==> src/rtl/ht_pkg.sv <==
// Shared types and helpers for the Hilbert-transform FIR sequencer.
package ht_pkg;

  // Sequencer states: coefficient load, then a sample/MAC/output loop.
  typedef enum logic [2:0] {
    IDLE,
    LOAD,
    WAIT_SAMPLE,
    MAC,
    OUTPUT
  } state_e;

  // Result of the output clamp check.
  typedef enum logic [1:0] {
    SAT_NONE,
    SAT_HIGH,
    SAT_LOW
  } sat_e;

  // Accumulator must hold LENGTH full-width products without overflow.
  function automatic int accWidth(input int dataWidth, input int length);
    return 2 * dataWidth + $clog2(length);
  endfunction

  // Decides whether a wide signed value fits in a signed field of the
  // given width, and if not, which rail it must be clamped to.
  function automatic sat_e satKind(input logic signed [63:0] value,
                                   input int width);
    logic signed [63:0] maxV;
    logic signed [63:0] minV;
    sat_e kind;
    maxV = (64'sd1 <<< (width - 1)) - 64'sd1;
    minV = -(64'sd1 <<< (width - 1));
    kind = SAT_NONE;
    if (value > maxV) begin
      kind = SAT_HIGH;
    end else if (value < minV) begin
      kind = SAT_LOW;
    end
    return kind;
  endfunction

endpackage

==> src/rtl/ht_mac_unit.sv <==
// Single multiplier-accumulator with shift and saturating output stage.
// The result is a pure function of the accumulator, so it stays stable
// for as long as the accumulator is not enabled or cleared.
module ht_mac_unit
  import ht_pkg::*;
#(
  parameter int LENGTH      = 27,
  parameter int DATA_WIDTH  = 18,
  parameter int COEFF_SHIFT = 12
) (
  input  logic                         clock,
  input  logic                         reset,
  input  logic                         clear_i,
  input  logic                         enable_i,
  input  logic signed [DATA_WIDTH-1:0] coeff_i,
  input  logic signed [DATA_WIDTH-1:0] sample_i,
  output logic signed [DATA_WIDTH-1:0] result_o
);

  localparam int ACC_W = accWidth(DATA_WIDTH, LENGTH);

  logic signed [2*DATA_WIDTH-1:0] product;
  logic signed [ACC_W-1:0]        acc_q;
  logic signed [ACC_W-1:0]        acc_d;
  logic signed [ACC_W-1:0]        shifted;
  sat_e                           satSel;

  assign product = coeff_i * sample_i;
  assign shifted = acc_q >>> COEFF_SHIFT;
  assign satSel  = satKind(64'(shifted), DATA_WIDTH);

  // Next accumulator value: clear wins over accumulate.
  always_comb begin
    acc_d = acc_q;
    if (clear_i) begin
      acc_d = '0;
    end else if (enable_i) begin
      acc_d = acc_q + ACC_W'(product);
    end
  end

  // Accumulator register with synchronous active-low reset.
  always_ff @(posedge clock) begin
    if (!reset) begin
      acc_q <= '0;
    end else begin
      acc_q <= acc_d;
    end
  end

  // Scale down and clamp to the signed sample range instead of wrapping.
  always_comb begin
    result_o = shifted[DATA_WIDTH-1:0];
    case (satSel)
      SAT_HIGH: result_o = {1'b0, {(DATA_WIDTH-1){1'b1}}};
      SAT_LOW:  result_o = {1'b1, {(DATA_WIDTH-1){1'b0}}};
      default:  result_o = shifted[DATA_WIDTH-1:0];
    endcase
  end

endmodule

==> src/rtl/ht_fir_sequencer.sv <==
// Hilbert-transform FIR sequencer: loads coefficients from the serial
// coefficient generator, then filters samples one product per cycle,
// visiting only the even taps (odd Hilbert taps are zero).
module ht_fir_sequencer
  import ht_pkg::*;
#(
  parameter int LENGTH        = 27,
  parameter int DATA_WIDTH    = 18,
  parameter int COEFF_SHIFT   = 12,
  parameter int CAPTURE_DELAY = 1
) (
  input  logic                         clock,
  input  logic                         reset,
  input  logic                         start,
  output logic                         genEnable,
  input  logic signed [DATA_WIDTH-1:0] coeffIn,
  input  logic                         coeffSetFlag,
  output logic                         loaded,
  output logic                         loadError,
  input  logic signed [DATA_WIDTH-1:0] sampleIn,
  input  logic                         sampleValid,
  output logic                         sampleReady,
  output logic signed [DATA_WIDTH-1:0] dataOut,
  output logic                         dataValid,
  input  logic                         dataReady
);

  localparam int NUM_EVEN = (LENGTH + 1) / 2;
  localparam int TAP_W    = (NUM_EVEN > 1) ? $clog2(NUM_EVEN) : 1;
  localparam int IDX_W    = $clog2(LENGTH);
  localparam int CNT_MAX  = CAPTURE_DELAY + LENGTH;
  localparam int CNT_W    = $clog2(CNT_MAX + 1);

  state_e                  state_q, state_d;
  logic [CNT_W-1:0]        cnt_q, cnt_d;
  logic [TAP_W-1:0]        tap_q, tap_d;
  logic                    genEnable_q, genEnable_d;
  logic                    loaded_q, loaded_d;
  logic                    loadError_q, loadError_d;

  logic signed [DATA_WIDTH-1:0] bank_q [LENGTH];
  logic signed [DATA_WIDTH-1:0] x_q    [LENGTH];

  logic             bankWe;
  logic [IDX_W-1:0] bankIdx;
  logic             shiftEn;
  logic             macClear;
  logic             macEnable;
  logic [IDX_W-1:0] tapAddr;

  assign genEnable   = genEnable_q;
  assign loaded      = loaded_q;
  assign loadError   = loadError_q;
  assign sampleReady = (state_q == WAIT_SAMPLE);
  assign dataValid   = (state_q == OUTPUT);
  assign tapAddr     = IDX_W'({tap_q, 1'b0});

  // Next-state and control decode; every control defaults to idle first.
  always_comb begin
    state_d     = state_q;
    cnt_d       = cnt_q;
    tap_d       = tap_q;
    genEnable_d = genEnable_q;
    loaded_d    = loaded_q;
    loadError_d = loadError_q;
    bankWe      = 1'b0;
    bankIdx     = '0;
    shiftEn     = 1'b0;
    macClear    = 1'b0;
    macEnable   = 1'b0;
    case (state_q)
      IDLE: begin
        if (start) begin
          state_d     = LOAD;
          genEnable_d = 1'b1;
          cnt_d       = '0;
        end
      end
      LOAD: begin
        genEnable_d = 1'b1;
        if (cnt_q == CNT_W'(CNT_MAX)) begin
          genEnable_d = 1'b0;
          loaded_d    = 1'b1;
          state_d     = WAIT_SAMPLE;
          if (!coeffSetFlag) begin
            loadError_d = 1'b1;
          end
        end else begin
          cnt_d = cnt_q + 1'b1;
          if (cnt_q >= CNT_W'(CAPTURE_DELAY)) begin
            bankWe  = 1'b1;
            bankIdx = IDX_W'(cnt_q - CNT_W'(CAPTURE_DELAY));
          end
        end
      end
      WAIT_SAMPLE: begin
        if (sampleValid) begin
          shiftEn  = 1'b1;
          macClear = 1'b1;
          tap_d    = '0;
          state_d  = MAC;
        end
      end
      MAC: begin
        macEnable = 1'b1;
        if (tap_q == TAP_W'(NUM_EVEN - 1)) begin
          state_d = OUTPUT;
        end else begin
          tap_d = tap_q + 1'b1;
        end
      end
      OUTPUT: begin
        if (dataReady) begin
          state_d = WAIT_SAMPLE;
        end
      end
      default: begin
        state_d = IDLE;
      end
    endcase
  end

  // Control registers; reset returns to IDLE from any state.
  always_ff @(posedge clock) begin
    if (!reset) begin
      state_q     <= IDLE;
      cnt_q       <= '0;
      tap_q       <= '0;
      genEnable_q <= 1'b0;
      loaded_q    <= 1'b0;
      loadError_q <= 1'b0;
    end else begin
      state_q     <= state_d;
      cnt_q       <= cnt_d;
      tap_q       <= tap_d;
      genEnable_q <= genEnable_d;
      loaded_q    <= loaded_d;
      loadError_q <= loadError_d;
    end
  end

  // Coefficient bank, filled one entry per cycle during capture.
  always_ff @(posedge clock) begin
    if (!reset) begin
      for (int i = 0; i < LENGTH; i++) begin
        bank_q[i] <= '0;
      end
    end else if (bankWe) begin
      bank_q[bankIdx] <= coeffIn;
    end
  end

  // Sample delay line, shifted once per accepted sample.
  always_ff @(posedge clock) begin
    if (!reset) begin
      for (int i = 0; i < LENGTH; i++) begin
        x_q[i] <= '0;
      end
    end else if (shiftEn) begin
      x_q[0] <= sampleIn;
      for (int i = 1; i < LENGTH; i++) begin
        x_q[i] <= x_q[i-1];
      end
    end
  end

  ht_mac_unit #(
    .LENGTH      (LENGTH),
    .DATA_WIDTH  (DATA_WIDTH),
    .COEFF_SHIFT (COEFF_SHIFT)
  ) u_mac (
    .clock    (clock),
    .reset    (reset),
    .clear_i  (macClear),
    .enable_i (macEnable),
    .coeff_i  (bank_q[tapAddr]),
    .sample_i (x_q[tapAddr]),
    .result_o (dataOut)
  );

endmodule

==> config.mk <==
export PLATFORM = sky130hd
export DESIGN_NAME = ht_fir_sequencer
export DESIGN_NICKNAME = d
export VERILOG_FILES = /design/src/rtl/ht_pkg.sv /design/src/rtl/ht_mac_unit.sv /design/src/rtl/ht_fir_sequencer.sv
export SDC_FILE = /design/constraint.sdc
export NUM_CORES = 2
export LEC_CHECK = 0
export CAP_MARGIN = 5
export CORE_AREA = 2 2 318 320
export CTS_CLUSTER_DIAMETER = 150
export CTS_CLUSTER_SIZE = 16
export DETAILED_ROUTE_END_ITERATION = 16
export DIE_AREA = 0 0 320 322
export PLACE_DENSITY_LB_ADDON = 0.1
export REMOVE_ABC_BUFFERS = 1
export SYNTH_ARGS = -nofsm -noshare
export SYNTH_HDL_FRONTEND = slang
export SYNTH_SLANG_ARGS = --single-unit
==> constraint.sdc <==
create_clock -name clock -period 60 [get_ports clock]
set_input_delay 12 -clock clock [delete_from_list [all_inputs] [get_ports clock]]
set_output_delay 12 -clock clock [all_outputs]
set_load 0.01 [all_outputs]
-- Yosys cells after proc, flatten, opt, wreduce, memory -nomap -nowiden
Memories as Yosys holds them, arrays and structs flattened. A register that Yosys moved wholly into a read port is not among the register bits.
Cells that the tools add are included.
- bitwise gates (word level): 29
- reductions and logical operators: 11
- $lt $le $gt $ge: 3
- $add $sub $neg: 4
- multipliers: 1
- multiplexer cells: 68
- equal/unequal tests: 15
- operator list (cell ; number):
    $mux W18 ; 28
    $mux W5 ; 10
    $add A41 B36 Y41 ; 1
    $mul A18 B18 Y36 ; 1
    $pmux W18 S2 ; 1
    $gt A29 B18 Y1 const B ; 1
    $lt A29 B18 Y1 const B ; 1
    $or A1 B1 Y1 ; 27
    $reduce_or A18 Y1 ; 1
    $mux W1 ; 16
    $mux W3 ; 5
    $pmux W3 S5 ; 1
    $ne A2 B2 Y1 const B ; 6
    $pmux W5 S2 ; 1
    $reduce_and A3 Y1 ; 3
    $mux W4 ; 2
    $pmux W4 S2 ; 1
    $eq A3 B2 Y1 const B ; 2
    $add A5 B1 Y5 const B ; 1
    $eq A5 B5 Y1 const B ; 1
    $ge A5 B1 Y1 const B ; 1
    $reduce_and A5 Y1 ; 1
    $sub A5 B1 Y5 const B ; 1
    $add A4 B1 Y4 const B ; 1
    13 further kinds ; 17
- memory bits (writable): 972
- word-level logic and storage cells: 140
- register bits after elaboration: 56
- memories kept: 2
- output and inout port bits: 23
- memories (name ; words ; bits a word ; read ports ; clocked after memory_dff ; wr ports ; RTL line ; text):
    bank_q ; 27 ; 18 ; 1 ; 1 ; 27 ; ht_fir_sequencer.sv:41 ; logic signed [DATA_WIDTH-1:0] bank_q [LENGTH];
    x_q ; 27 ; 18 ; 27 ; 1 ; 27 ; ht_fir_sequencer.sv:42 ; logic signed [DATA_WIDTH-1:0] x_q [LENGTH];

-- Depth between registers and ports, before layout
- depth in word-level cells: 9
- mapped depth: 32

-- Cells and area by module
From an unflattened synthesis, not the netlist that was laid out.
- cell total of the unflattened synthesis: 3837
- area total of the unflattened synthesis: 49565.0 sq um
- modules (own cells, without submodules) (module ; cells an instance ; times used ; area each (sq um) ; seq. area each (sq um)):
    ht_fir_sequencer ; 2114 ; 1 ; 33668.5 ; 23622.7
    ht_mac_unit ; 1723 ; 1 ; 15896.5 ; 820.8

-- Worst setup path after synthesis
No wires, ideal clock.
- path type: in2reg
- from: input port reset
- to: register (tool-made name)
- data arrival time: 26293 ps
- cell stages on the path: 6
- data required time: 59256 ps
- slack: 32963 ps
- path through: clkbuf_1 nor2b_1 inv_1 clkbuf_1 clkbuf_1 nor2_1
- RTL lines (what ; RTL line ; text):
    start, declared ; ht_fir_sequencer.sv:13 ; input logic reset,

==> results by group <==
Place
  • Routability Congestion: 0.821
  • I/O Buffers: between 60 and 70
  • HPWL Detailed: 69,500 µm

Logic synthesis
  • Post-Syn Instances: 3,818
  • Synth warn: 0
  • Ys async rst share: 0%
  • Post-synth top flop: edfxtp_1
  • Yosys reg bits: 834
  • Synth cell types: 59
  • Synth Area per Inst: between 10 and 15 µm²
  • Post-Syn Area: 0.0495 mm²
  • Post-synth EDFFs: 774
  • Post-synthesis sequential area ratio: 49.4%

Cells and area
  • Net count, final: around 4,300
  • Share of cells above drive strength 1: 8.72%
  • Total inserted antenna cells: 0
  • Area grow syn2layout: 6.99%
  • Filler cells: ~8,500

Die
  • Die X: between 300 and 400 µm
  • Site row count: approximately 120
  • Top Ports: 65
  • Core Box Area: 0.0996 mm²
  • Initial core utilization: 49.7%
  • Die area: roughly 0.1 mm²
  • Chip height: 322 µm

STA
  • Final Hold Fails: 0
  • Slew Limit Fails: 0
  • Max Freq: 59.9 MHz
  • Setup TNS: 0 ns
  • Crit path time final: ~17 ns
  • Final count of negative-setup-slack endpoints: 0
  • RSZ-0062 raised after global routing: false
  • Clk_skew: 0.0279 ns
  • Actual slew at the worst max-slew pin: about 1.2 ns
  • Crit share post-route: between 20 and 30%
  • Slew headroom: about 22%

Setup path
  • CP Buf/Inv Count: 6
  • Setup slack, reg-to-reg: 49.17 ns
  • Startpoint Class: input pin
  • Highest-delay cell along the critical path: buf_4
  • Reg2Reg Capture Point: u_mac.acc_q[37]
  • Cell mode on critical path: buf_4
  • Max FO, Critical Path: 123
  • CP Class: in2reg
  • CP top delay family: buffers and inverters
  • CP Cell Sequence: clkdlybuf4s50_1, and2_4, nor2b_2, buf_4, inv_8, buf_4, buf_4, buf_4
  • CP peak stage delay: ~0.95 ns
  • Worst endpoint required time: 60.28 ns
  • Worst setup EP type: register
  • Crit path DAT: 16.98 ns
  • Worst R2R Path Depth: 25

Global route
  • Vias in the first global route: 28,400
  • Grt total ovfl: 0
  • Total track usage: 21.2%
  • First-pass GRT wire length: 170,000 µm
  • Initial antenna violation count: 2
  • Largest net degree at the start of global routing: approximately 130

Worst hold path
  • Hold_sp: u_mac.acc_q[9]
  • WHS Path Cells: 2
  • Hold path endpoint: u_mac.acc_q[9]
  • Hold WC Path Type: reg2reg

Run
  • Max Cap Viol: 0

Routing
  • Pre-Repair DR Iteration Count: 5
  • Vias/cell: 5.43
  • Routed length per instance: 20.9 µm
  • ANT nets after route: 0
  • Vias: 27,700
  • Routed WL: ~110,000 µm
  • Detailed router's first-iteration violation count: ~2,200
  • Remaining DRCs: 0

CTS
  • CTS tree: yes
  • Worst-path clk slew: 0.07 ns
  • Setup Buffers After CTS: 0
  • Root Buffer Master: clkbuf_16
  • H-tree depth: 2
  • Hold buffers post-CTS: 0
  • Cts bufs inserted: a little under 60
  • Worst skew pair latency: between 0.6 and 0.7 ns
  • # clock sinks: 834
  • Post-cts resize count: 0
  • Clk buf depth: 3

Outcome
  • Status: completed
-- placed cells by master, fill, tap and decap left out, types with 24 or more instances in the layout --
| cell type | n |
|---|---|
| edfxtp_1 | 774 |
| inv_1 | 473 |
| and2_1 | 435 |
| fa_1 | 388 |
| and3_1 | 329 |
| nand2_1 | 201 |
| mux4_2 | 148 |
| ha_1 | 129 |
| nor2_1 | 101 |
| nor2b_1 | 90 |
| a21oi_1 | 81 |
| clkdlybuf4s50_1 | 63 |
| clkbuf_16 | 60 |
| dfxtp_1 | 56 |
| buf_4 | 50 |
| nand2b_1 | 47 |
| a21o_1 | 42 |
| clkbuf_1 | 34 |
| mux2i_1 | 28 |
| xnor2_1 | 25 |
| o21ai_0 | 25 |
| nand3_1 | 24 |
-- metrics by stage --
step           utilization [%]  setup slack [ns]  area (µm²)  hold slack (ns)  cells
4_1_cts                   53.2             43.26       53000            0.458   5094
5_1_grt                   53.2             42.92       53000            0.470   5094
6_report                  53.2             43.30       53000            0.456   5094
3_5_place_dp              51.5             42.53       51300            0.447   4998
2_1_floorplan                -             31.99       48500            0.432   3586
3_3_place_gp              51.5             42.58       51300            0.439   4998
-- logic make-up after synthesis --
family	after synthesis	share of synthesized area, %
simple gates	1289	14.7
flops	834	49.4
buf+inv	706	5.56
fa+ha+maj	517	19.0
compound gates	239	3.04
mux	191	7.64
xor+xnor	42	0.743
-- cell type report --
type / count / area [µm²] / area share (%)
tap: 1298 / 1620 / 3.07
inverter: 474 / 1790 / 3.37
timing repair buffer: 114 / 1020 / 1.93
multi-input combinational: 2278 / 22400 / 42.3
sequential: 834 / 24500 / 46.2
clock buffer: 94 / 1630 / 3.08
clock inverter: 2 / 46.3 / 0.0874
-- flip-flops by register name, indices dropped and copies added, names as in the netlist, named ones only --
register and count:
bank_q 288, u_mac.acc_q 41, genEnable 1, loaded 1, cnt_q 5, loadError 1, state_q 3, tap_q 4
x_q 486
-- synth_stat cells (all sizes together), types with 53 or more instances --
cell type	count	share of area [%]
inv	474	3.6
ha	129	3.3
nor2	114	0.90
o21ai	53	0.55
nand2	201	1.5
a21oi	87	0.90
and2	436	5.5
buf	62	0.68
dfxtp	60	2.4
edfxtp	774	47
nor2b	91	1.2
and3	329	4.2
fa	388	16
clkbuf	170	1.3
mux4	148	6.7
-- worst min-delay path, delay by kind of cell (launching register included) --
kind	cells	cell delay [ns]
DFF	1	0.32
AOI/OAI and AO/OA	1	0.05
and+or+nand+nor	1	0.05
-- layer usage --
layer / GRT usage [%] / wire, µm / vias to the layer above / part of all wire (%)
li1: - / - / 12800 / -
met1: 33.2 / 53000 / 14300 / 50
met2: 32.1 / 47600 / 485 / 45
met3: 2.84 / 4540 / 77 / 4.3
met4: 3.65 / 1440 / 0 / 1.4
met5: 0 / 0 / - / 0
-- worst max-delay path by stage --
stage	slack (ns)	start	cells past startpoint	endpoint
6_report	43.30	sampleValid	8	x_q[5][8]
5_1_grt	42.92	sampleValid	8	x_q[12][8]
4_1_cts	43.26	sampleValid	8	x_q[21][8]
3_5_place_dp	42.53	sampleValid	8	x_q[0][4]
3_3_place_gp	42.58	sampleValid	8	x_q[0][5]
2_1_floorplan	31.99	sampleValid	4	u_mac.acc_q[33]
Power is left out: the tool's default activity adds up to more than one toggle a clock period on the data nets, which glitch-free logic cannot reach.
